## src/rtl/cone_scan_driver.sv

```systemverilog
// Serial scan driver for an extracted combinational cone: shifts a vector in, settles, captures CONE_Y.
// Optional response signature (16-bit CRC-CCITT MISR) is enabled by defining CONE_SIG_EN.
module cone_scan_driver #(
    parameter int WIDTH         = 30,
    parameter int SETTLE_CYCLES = 1
) (
    input  logic             CK,
    input  logic             RST,
    input  logic             START,
    input  logic             ABORT,
    input  logic             SI,
    input  logic             CONE_Y,
    output logic [WIDTH-1:0] VEC_OUT,
    output logic             SO,
    output logic             BUSY,
    output logic             DONE,
    output logic             RESP,
    output logic [15:0]      SIG
);

    localparam int CW = $clog2(WIDTH + 1);
    localparam int SW = $clog2(SETTLE_CYCLES + 1);
    localparam logic [CW-1:0] BIT_LAST = CW'(WIDTH - 1);
    localparam logic [SW-1:0] SET_LAST = SW'(SETTLE_CYCLES - 1);

    typedef enum logic [1:0] {IDLE, SHIFT, SETTLE, CAPTURE} state_t;

    state_t        state, next_state;
    logic [CW-1:0] bit_cnt;
    logic [SW-1:0] set_cnt;
    logic          shift_en, settle_en, capture_en;

    // NOTE: sequential state uses non-blocking assignments so every flop samples pre-edge values.
    always_ff @(posedge CK or posedge RST) begin
        if (RST) state <= IDLE;
        else     state <= next_state;
    end

    // NOTE: every combinational output gets a default first, so no path can infer a latch.
    always_comb begin
        next_state = state;
        if (ABORT) begin
            next_state = IDLE;
        end else begin
            case (state)
                IDLE:    if (START) next_state = SHIFT;
                SHIFT:   if (bit_cnt == BIT_LAST) next_state = SETTLE;
                SETTLE:  if (set_cnt == SET_LAST) next_state = CAPTURE;
                CAPTURE: next_state = IDLE;
                default: next_state = IDLE;
            endcase
        end
    end

    // Abort suppresses any datapath update on the edge it is sampled.
    always_comb begin
        BUSY       = (state != IDLE);
        shift_en   = (state == SHIFT)   && !ABORT;
        settle_en  = (state == SETTLE)  && !ABORT;
        capture_en = (state == CAPTURE) && !ABORT;
    end

    // Counters run only while their phase is active and are zero on entry to it.
    always_ff @(posedge CK or posedge RST) begin
        if (RST) begin
            bit_cnt <= '0;
            set_cnt <= '0;
        end else begin
            bit_cnt <= shift_en  ? bit_cnt + CW'(1) : '0;
            set_cnt <= settle_en ? set_cnt + SW'(1) : '0;
        end
    end

    always_ff @(posedge CK or posedge RST) begin
        if (RST) begin
            VEC_OUT <= '0;
            DONE    <= 1'b0;
            RESP    <= 1'b0;
        end else begin
            if (shift_en) VEC_OUT <= {VEC_OUT[WIDTH-2:0], SI};
            DONE <= capture_en;
            if (capture_en) RESP <= CONE_Y;
        end
    end

    assign SO = VEC_OUT[WIDTH-1];

`ifdef CONE_SIG_EN
    always_ff @(posedge CK or posedge RST) begin
        if (RST) SIG <= 16'h0000;
        else if (capture_en)
            SIG <= {SIG[14:0], 1'b0} ^ ((SIG[15] ^ CONE_Y) ? 16'h1021 : 16'h0000);
    end
`else
    assign SIG = 16'h0000;
`endif

endmodule

```

## config.mk

```make
export PLATFORM = sky130hd
export DESIGN_NAME = cone_scan_driver
export DESIGN_NICKNAME = d
export VERILOG_FILES = /design/src/rtl/cone_scan_driver.sv
export SDC_FILE = /design/constraint.sdc
export NUM_CORES = 1
export LEC_CHECK = 0
export CORE_MARGIN = 2
export CORE_UTILIZATION = 46
export DETAILED_ROUTE_END_ITERATION = 6
export GPL_ROUTABILITY_DRIVEN = 1
export GPL_TIMING_DRIVEN = 0
export MAX_ROUTING_LAYER = met4
export PLACE_DENSITY = 0.79
export SYNTH_ARGS = -nofsm -noshare
export SYNTH_HDL_FRONTEND = slang
export SYNTH_SLANG_ARGS = --single-unit
```

## constraint.sdc

```tcl
create_clock -name CK -period 2.28 [get_ports CK]
set_clock_uncertainty 0.2 [all_clocks]
set_input_delay 0.684 -clock CK [delete_from_list [all_inputs] [get_ports CK]]
set_output_delay 0.684 -clock CK [all_outputs]
set_load 0.02 [all_outputs]
```

======== Yosys cells after proc, flatten, opt, wreduce, memory -nomap -nowiden ========
Cells that the tools add are included.
Widths: inputs -> output; s select.
word-level totals
  register bits after elaboration ......... 40
  bits of input ports ..................... 6
  output and inout port bits .............. 50
  logic and storage cells ................. 29
cells by class
  add/sub/neg operators ................... 2
  eq/ne operators ......................... 7
  multiplexer cells ....................... 7
  reduce and logical (&&, ||, !) cells .... 7
operator list
  operator             number
  $ne 3x3->1 const B   3
  $mux 2               4
  $pmux 2 s4           1
  $add 5x1->5 const B  1
  $eq 5x5->1 const B   1
  $mux 5               1
  $eq 2x2->1 const B   2
  $logic_and 1x1->1    3
  $reduce_and 3->1     1
  $eq 2x1->1 const B   1
  $logic_not 2->1      1
  $reduce_bool 2->1    1
  $add 1x1->1 const B  1
  $logic_not 1->1      1
  $mux 1               1

======== Logic depth before layout (Yosys ltp) ========
Gate-level depths: netlist of the first run.
  word-level depth ........................ 4
  gate-level depth with buffers ........... 7
  gate-level depth less buffers ........... 6

======== Worst setup path after synthesis of the first run ========
Ideal clock, no wire load.
  path type ............................... in2reg
  from .................................... in ABORT
  to ...................................... reg state[0]
  setup time .............................. 122 ps
  arrival time ............................ 1,400 ps
  data required time ...................... 1,958 ps
  slack ................................... 558 ps
  stages on the path ...................... 4
  path buffers ............................ 1
  cells stage by stage .................... nand2b_1 buf_6 a41o_2 a32o_1
on the way
  word-level cells in the longest chain between the ends .. 2
  elaborated cells on any way between the ends .. 5
  those cells by class .................... 3 x eq/ne; 1 x mux; 1 x reduce/logical
ends and longest elaborated chain
  what                        RTL line  RTL
  from (decl)                 10        input logic ABORT,
  $ne 3x3->1 (no line)        n/a
  $reduce_and 3->1 (no line)  n/a
  to (signal assigned)        36        else state <= next_state;
  to (decl)                   28        state_t state, next_state;
Parallel ways exist; a longest one is shown, timed or not.
A chain may end at the register's enable or synchronous reset.

======== Final worst setup path of the first run ========
  from .................................... reg VEC_OUT[14]
  to ...................................... out VEC_OUT[14]
RTL lines
  what                    RTL line  RTL
  from (decl)             13        output logic [WIDTH-1:0] VEC_OUT,
  from (signal assigned)  80        if (shift_en) VEC_OUT <= {VEC_OUT[WIDTH-2:0], SI};
No word-level cell between the ends.

==> flow_summary.yaml, run 1 <==
pwr:
  combPwrFrac: 0.356
  power_frac_seq: 0.424
  power_w: 0.00217
  p_clk_frac: 0.220
  switching_share: 0.318
  power_density_nw_per_um2: 922
  ir_drop_uv: 802
  netSwitchingPower_w: 0.000690
  leakagePower_nw: 1.19
  internal_power_w: 0.00148
setup_path:
  r2r_setup_slack_ps: 560
  path_class: "reg2out"
  cp_max_fo: 3
  required_ps: 1400
  end_kind: "output port"
  start_kind: "flip-flop"
  crit_buf_inv: 1
  critPathTopFamily: "buffers and inverters"
  critPathMaxStageDelay_ps: 630
  crit_arrival_ps: 1320
  crit_slowest_cell: "clkdlybuf4s50_1"
  crit_chain: "clkdlybuf4s50_1"
synth:
  synthCells: 125
  netlist.area_leader.share: 0.570
  ys_types: 21
  syn_avg_cell_area_um2: 14.1
  ys_ff_latch: 40
  synth.top_cells.by_area: "dfrtp_1 (57%), mux2_2 (20%), buf_4 (7.3%)"
  synth_top_cell_by_area: "dfrtp_1"
  yosys_warnings: 0
  ys_seq_area_frac: 0.570
  netlist_area_um2: 1760
floorplan:
  dieArea_um2: 4330
  io-pin-count: 56
  die_w_um: 65.8
  start_util: 0.480
  coreArea_um2: 3660
  die_h_um: 65.8
  row_count: 22
route:
  via_per_inst: 4.68
  ant_nets: 0
  route.detailed.drc: 0
  vias: 1099
  firstDrtPassIters: 4
  wl_per_cell_um: 13.2
  drt_iter0_markers: 34
  drt-total-wl_um: 3110
clock_tree:
  clk_pin_slew_worst_paths_ps: 70
  cts_max_path_buffers: 2
  cts.htree.levels: 2
  cts_root_buf: "clkbuf_8"
  clkLatencyLatePin_ps: 290
  numCtsBuffers: 5
  cts_tree: "done"
  cts.sinks: 40
timing:
  layout_min_cycle_time_ps: 2200
  tightest_slew_ps: 793
  fmax_ghz: 0.454
  period_share: 0.966
  slew_viol_final: 0
  setup-violations-final: 0
  fin_setup_tns_ps: 0
  grt_setup_unrepaired: "false"
  hold_viol: 0
  relSlewSlack: 0.470
placed_design:
  placed_area_um2: 2260
  place_congestion: 0.694
  dpl.hpwl_um: 2190
  numPortBuffers: 39
global_route:
  grt_max_degree: 41
  antenna_found_initial: 0
  gr-total-overflow: 0
  grt_pass1_wl_um: 5320
  grt_pass1_vias: 1181
  grt_usage: 0.167
run_status:
  status: "finished, final reports clean"
hold_path:
  hold_class: "reg2reg"
layout:
  fin_area_um2: 2350
  diodes: 0
  area_growth_pct: 33.8
  fin_util: 0.642
  layout-drive-gt1-share: 0.326
  fin_nets: 198
  fillCellCount: 293
run:
  cap_violations: 0
[Yosys cell counts]
cell type / count
xor2_1: 2
buf_4: 17
nor3b_1: 1
or3_1: 1
a32o_1: 1
a41o_2: 1
inv_1: 5
mux2_2: 31
nand4b_1: 1
buf_6: 4
nor2b_1: 1
nand2b_1: 1
nor2_1: 6
a2bb2oi_1: 1
nand3_1: 2
xnor2_1: 1
conb_1: 1
o21ai_0: 1
dfrtp_1: 40
o211ai_1: 1
ha_1: 6
[layout make-up]
class | instances | area (um2) | area share
sequential | 40 | 1000 | 0.426
tap | 48 | 60.1 | 0.0255
multi-input combinational | 74 | 621 | 0.264
inverter | 5 | 18.8 | 0.00798
buffer | 21 | 173 | 0.0734
timing repair buffer | 39 | 388 | 0.165
clock buffer | 8 | 90.1 | 0.0383
[registers in the layout, summed over array words and instances, names as in the netlist]
signal / count
VEC_OUT: 30
bit_cnt: 5
state: 2
DONE: 1
RESP: 1
set_cnt: 1
[per-stage QoR]
step           hold WS (ps)  instances  setup WS [ps]
6_report                242        235           78.1
5_1_grt                 285        235           36.1
4_1_cts                 241        235           4.30
3_5_place_dp            231        227           -103
3_3_place_gp            216        227           -255
2_1_floorplan           207        140            478
[timing repair]
action | CTS | global route
resized for setup | 1 | 3
setup buffers | 0 | 0
setup endpoints to repair | 1 | 2
pin swaps | 0 | 0
hold buffers | 0 | 0
[worst register-to-register path, stage by stage (launching register included)]
cell and delay [ps]:
dfrtp_1 370, inv_1 100, ha_1 190, nand2b_1 80
buf_6 150, buf_6 160, mux2_2 340
[worst paths after layout]
path | startpoint | to | depth (start not counted)
max reg2reg | state[1]$_DFFE_PP0P_ | VEC_OUT[24]$_DFFE_PP0P_ | 6
max in group asynchronous | RST | VEC_OUT[20]$_DFFE_PP0P_ | 2
min in group asynchronous | RST | set_cnt$_DFF_PP0_ | 2
min reg2reg | set_cnt$_DFF_PP0_ | set_cnt$_DFF_PP0_ | 1
max | VEC_OUT[14]$_DFFE_PP0P_ | VEC_OUT[14] | 1
min | set_cnt$_DFF_PP0_ | set_cnt$_DFF_PP0_ | 1
[cell families after synthesis]
group | synth area share
muxes | 0.199
buffers and inverters | 0.109
DFF | 0.570
adders and majority gates | 0.0427
other | 0.00213
and+or+nand+nor | 0.0385
AOI/OAI and AO/OA | 0.0242
xor gates and xnor gates | 0.0150
[metal layers]
layer / GRT usage / up-vias / share of wire
li1: - / 513 / -
met1: 0.182 / 540 / 0.40
met2: 0.280 / 38 / 0.50
met3: 0.0562 / 8 / 0.076
met4: 0.0677 / 0 / 0.019
met5: - / - / 0
[placed cells by master, fill, tap and decap left out, drive strengths merged]
master,count
dfrtp,40
a32o,1
ha,6
or3,1
clkbuf,9
nand4b,1
dlymetal6s2s,1
conb,16
a41o,1
xnor2,1
nand2b,1
o211ai,1
nand3,2
inv,5
o21ai,1
nor3b,1
a2bb2oi,1
mux2,31
buf,21
xor2,2
nor2b,1
nor2,6
clkdlybuf4s50,37
[power groups by stage]
stage	sequential (W)	clock, W	combinational (W)
2_1_floorplan	0.00105	0	0.000373
3_3_place_gp	0.000925	0	0.000763
3_5_place_dp	0.000936	0	0.000786
4_1_cts	0.000922	0.000485	0.000781
5_1_grt	0.000943	0.000517	0.000826
6_report	0.000920	0.000477	0.000771
Power figures use the tool's default switching activity.
==> inputs of run 2 (changes only) <==
CORE_MARGIN = 4   (was 2)
CTS_CLUSTER_SIZE = 14   (was not set)
==> flow_summary.yaml, run 2 (synthesized netlist as in run 1, its figures left out) <==
timing:
  hold_viol: 0
  tightest_slew_ps: 895
  fmax_ghz: 0.458
  setup-violations-final: 0
  relSlewSlack: 0.403
  period_share: 0.957
  grt_setup_unrepaired: "false"
  layout_min_cycle_time_ps: 2180
  slew_viol_final: 0
route:
  firstDrtPassIters: 4
  drt-total-wl_um: 3080
  wl_per_cell_um: 13.1
  vias: 1072
  via_per_inst: 4.56
  drt_iter0_markers: 9
  route.detailed.drc: 0
  ant_nets: 0
setup_path:
  crit_slowest_cell: "clkdlybuf4s50_1"
  critPathTopFamily: "buffers and inverters"
  required_ps: 1400
  end_kind: "output port"
  critPathMaxStageDelay_ps: 630
  crit_buf_inv: 1
  cp_max_fo: 3
  start_kind: "flip-flop"
  path_class: "reg2out"
  crit_arrival_ps: 1300
  crit_chain: "clkdlybuf4s50_1"
pwr:
  ir_drop_uv: 816
  leakagePower_nw: 1.18
  power_density_nw_per_um2: 903
  power_w: 0.00214
hold_path:
  hold_class: "reg2reg"
clock_tree:
  cts_root_buf: "clkbuf_8"
  numCtsBuffers: 5
  cts_max_path_buffers: 2
  cts_tree: "done"
  cts.htree.levels: 2
  clkLatencyLatePin_ps: 280
  cts.sinks: 40
  clk_pin_slew_worst_paths_ps: 70
  post_cts_buffers: 0
placed_design:
  dpl.hpwl_um: 2300
  numPortBuffers: 39
  place_congestion: 0.663
floorplan:
  start_util: 0.476
  coreArea_um2: 3690
  die_h_um: 69.8
  row_count: 22
  io-pin-count: 56
  die_w_um: 69.8
  dieArea_um2: 4870
run:
  cap_violations: 0
global_route:
  grt_pass1_vias: 1178
  grt_pass1_wl_um: 5490
  gr-total-overflow: 0
  grt_usage: 0.145
  antenna_found_initial: 0
  grt_max_degree: 22
layout:
  seq_area_um2: 1000
  diodes: 0
  multi_input_area_um2: 621
  fillCellCount: 282
  fin_util: 0.641
  layout_commonest_cell: "dfrtp_1"
  layout.cells.most_common_list: "dfrtp_1 (39), clkdlybuf4s50_1 (37), mux2_2 (31), buf_4 (17), conb_1 (16)"
  fin_nets: 199
  layout-drive-gt1-share: 0.332
  largestRegisters: "VEC_OUT: 30 flops, bit_cnt: 5 flops, state: 2 flops"
  largest_reg_flops: 30
  area_growth_pct: 34.5
  top_register: "VEC_OUT"
run_status:
  status: "finished, final reports clean"
[run 2: changes by cell type in the layout (fill, tap and decap cells not counted), sizes merged]
| cell | delta |
|---|---|
| clkbuf | -2 |
| buf | +1 |
| clkinv | +1 |
| dlygate4sd2 | +1 |
| dlymetal6s2s | -1 |
[run 2: worst paths after layout]
path,start,cells after the start,end,slack (ps)
max,VEC_OUT[29]$_DFFE_PP0P_,1,SO,100
min,set_cnt$_DFF_PP0_,1,set_cnt$_DFF_PP0_,240
max reg2reg,state[1]$_DFFE_PP0P_,6,VEC_OUT[26]$_DFFE_PP0P_,570
min reg2reg,set_cnt$_DFF_PP0_,1,set_cnt$_DFF_PP0_,240
max in group asynchronous,RST,2,state[0]$_DFFE_PP0P_,580
min in group asynchronous,RST,2,VEC_OUT[8]$_DFFE_PP0P_,690
[run 2: what timing repair did]
action / 4_1_cts / 5_1_grt
resized for setup: 3 / 2
endpoints found under the setup margin: 2 / 1
endpoints found under the hold margin: 0 / 0
hold buffers: 0 / 0
pin swaps: 0 / 0
[run 2: area by class of cell]
| cell class | count | area share |
|---|---|---|
| buffer | 21 | 0.0731 |
| clock buffer | 6 | 0.0307 |
| clock inverter | 1 | 0.00212 |
| inverter | 5 | 0.00794 |
| multi-input combinational | 74 | 0.263 |
| sequential | 40 | 0.424 |
| tap | 48 | 0.0254 |
| timing repair buffer | 40 | 0.174 |
[run 2: power by group]
group          leakage [nW]  switching, W  total (W)  internal, W
clock network        0.0410      0.000223   0.000431     0.000208
registers             0.542     0.0000913   0.000926     0.000835
logic                 0.598      0.000374   0.000779     0.000405
[run 2: per-stage QoR]
step / hold WS, ps / std cells / TNS, ps / area (um2) / worst slack (ps)
final: 235 / 235 / 0 / 2360 / 96.9
after floorplan: 207 / 140 / 0 / 1810 / 478
after detailed placement: 228 / 228 / -3120 / 2290 / -131
after global routing: 260 / 235 / 0 / 2360 / 38.6
after CTS: 237 / 235 / 0 / 2370 / 14.3
after global placement: 218 / 227 / -10570 / 2260 / -228
[run 2: metal layers]
metal | track usage | share of wire | routed length (um) | up-vias
met5 | - | 0 | 0 | -
met4 | 0.0638 | 0.018 | 55 | 0
met3 | 0.0391 | 0.054 | 166 | 7
met2 | 0.233 | 0.50 | 1540 | 32
met1 | 0.172 | 0.43 | 1320 | 526
li1 | - | - | - | 507
==> inputs of run 3 (changes only) <==
GPL_ROUTABILITY_DRIVEN = not set   (was 1)
TNS_END_PERCENT = 50   (was not set)
clock period = 2.4 ns   (was 2.28 ns; I/O delays follow)
==> flow_summary.yaml, run 3 (synthesized netlist as in run 1, its figures left out) <==
global_route:
  gr-total-overflow: 0
  grt_max_degree: 22
  grt_pass1_vias: 1178
  antenna_found_initial: 0
  grt_usage: 0.145
  grt_pass1_wl_um: 5490
timing:
  fmax_ghz: 0.434
  holdWs_ps: 235
  grt_setup_unrepaired: "false"
  hold_viol: 0
  relSlewSlack: 0.404
  period_share: 0.960
  layout_min_cycle_time_ps: 2300
  tightest_slew_ps: 893
  slew_viol_final: 0
  setup-violations-final: 0
  fin_setup_tns_ps: 0
pwr:
  switching_share: 0.322
  netSwitchingPower_w: 0.000653
  ir_drop_uv: 775
  power_frac_seq: 0.433
  combPwrFrac: 0.366
  leakagePower_nw: 1.18
  internal_power_w: 0.00138
  p_clk_frac: 0.201
  power_density_nw_per_um2: 858
floorplan:
  coreArea_um2: 3690
  die_h_um: 69.8
  dieArea_um2: 4870
  start_util: 0.476
  die_w_um: 69.8
  row_count: 22
  io-pin-count: 56
setup_path:
  crit_arrival_ps: 1380
  crit_start: "VEC_OUT[29]$_DFFE_PP0P_"
  required_ps: 1480
  cp_max_fo: 3
  reg2reg_to: "VEC_OUT[26]$_DFFE_PP0P_"
  path_class: "reg2out"
  r2r_cells: 6
  start_kind: "flip-flop"
  end_kind: "output port"
  setup.worst_path.end: "VEC_OUT[29]"
  r2r_start: "state[1]$_DFFE_PP0P_"
  r2r_setup_slack_ps: 690
layout:
  layout.cells.most_common_list: "dfrtp_1 (39), clkdlybuf4s50_1 (38), mux2_2 (31), buf_4 (17), conb_1 (16)"
  fin_nets: 199
  layout_commonest_cell: "dfrtp_1"
  largest_reg_flops: 30
  layout-drive-gt1-share: 0.326
  fin_util: 0.642
  area_growth_pct: 34.8
  largestRegisters: "VEC_OUT: 30 flops, bit_cnt: 5 flops, state: 2 flops"
  top_register: "VEC_OUT"
  instances_no_fill: 235
  diodes: 0
route:
  via_per_inst: 4.57
  vias: 1073
  firstDrtPassIters: 4
  drt_iter0_markers: 8
  wl_per_cell_um: 13.1
  ant_nets: 0
  route.detailed.drc: 0
  drt-total-wl_um: 3080
hold_path:
  hold_class: "reg2reg"
clock_tree:
  cts.htree.levels: 2
  cts_tree: "done"
  clkLatencyLatePin_ps: 280
  numCtsBuffers: 5
  cts_root_buf: "clkbuf_8"
  cts.sinks: 40
  clk_pin_slew_worst_paths_ps: 70
  post_cts_buffers: 0
  cts_max_path_buffers: 2
  hold_buffers: 0
run_status:
  status: "finished, final reports clean"
placed_design:
  dpl.hpwl_um: 2300
  place_inst: 228
  place_congestion: 0.663
  numPortBuffers: 39
run:
  cap_violations: 0
==> run 3: worst min path at each step <==
stage / startpoint / endpoint / slack [ps] / cells after the start
after global placement: set_cnt$_DFF_PP0_ / set_cnt$_DFF_PP0_ / 220 / 1
final: set_cnt$_DFF_PP0_ / set_cnt$_DFF_PP0_ / 240 / 1
after detailed placement: set_cnt$_DFF_PP0_ / set_cnt$_DFF_PP0_ / 230 / 1
after global routing: set_cnt$_DFF_PP0_ / set_cnt$_DFF_PP0_ / 260 / 1
after CTS: set_cnt$_DFF_PP0_ / set_cnt$_DFF_PP0_ / 240 / 1
after floorplan: set_cnt$_DFF_PP0_ / set_cnt$_DFF_PP0_ / 210 / 1
==> run 3: worst max-delay path: stages (launching register included) <==
cell and delay [ps]:
dfrtp_1 390, buf_4 120, clkdlybuf4s50_1 590
==> run 3: repair_timing <==
action / 4_1_cts / 5_1_grt
pin swaps: 0 / 0
hold endpoints to repair: 0 / 0
gates resized for setup: 1 / 1
gates cloned: 0 / 0
setup endpoints to repair: 1 / 1
==> run 3: area by class of cell <==
class | instances | area (um2)
fillers | 279 | 1320
flip-flops and latches | 40 | 1000
multi-input cells | 74 | 621
repair buffers | 40 | 417
plain buffers | 21 | 173
clock buffers | 6 | 72.6
well taps | 48 | 60.1
inverters | 5 | 18.8
clock inverters | 1 | 5.00
==> run 3: through the flow <==
| step | setup WS, ps | power (W) | cell area [um2] |
|---|---|---|---|
| global route | 38.9 | 0.00216 | 2370 |
| floorplan | 562 | 0.00135 | 1810 |
| finish | 97.2 | 0.00203 | 2370 |
| global placement | -144 | 0.00161 | 2260 |
| detailed placement | -46.5 | 0.00164 | 2290 |
| CTS | 69.5 | 0.00206 | 2370 |
==> run 3: power by group through the flow <==
stage               Combinational, W  Sequential, W  Clock, W
detailed placement          0.000752       0.000892         0
global placement            0.000731       0.000879         0
CTS                         0.000751       0.000880  0.000424
finish                      0.000743       0.000880  0.000409
global route                0.000799       0.000903  0.000453
floorplan                   0.000354       0.000994         0
==> run 3: layer usage <==
metal	vias to the layer above	share of wire	global-route usage	routed length (um)
li1	507	-	-	-
met4	0	0.018	0.0638	55
met5	-	0	-	0
met3	7	0.052	0.0391	161
met1	527	0.43	0.172	1320
met2	32	0.50	0.233	1550
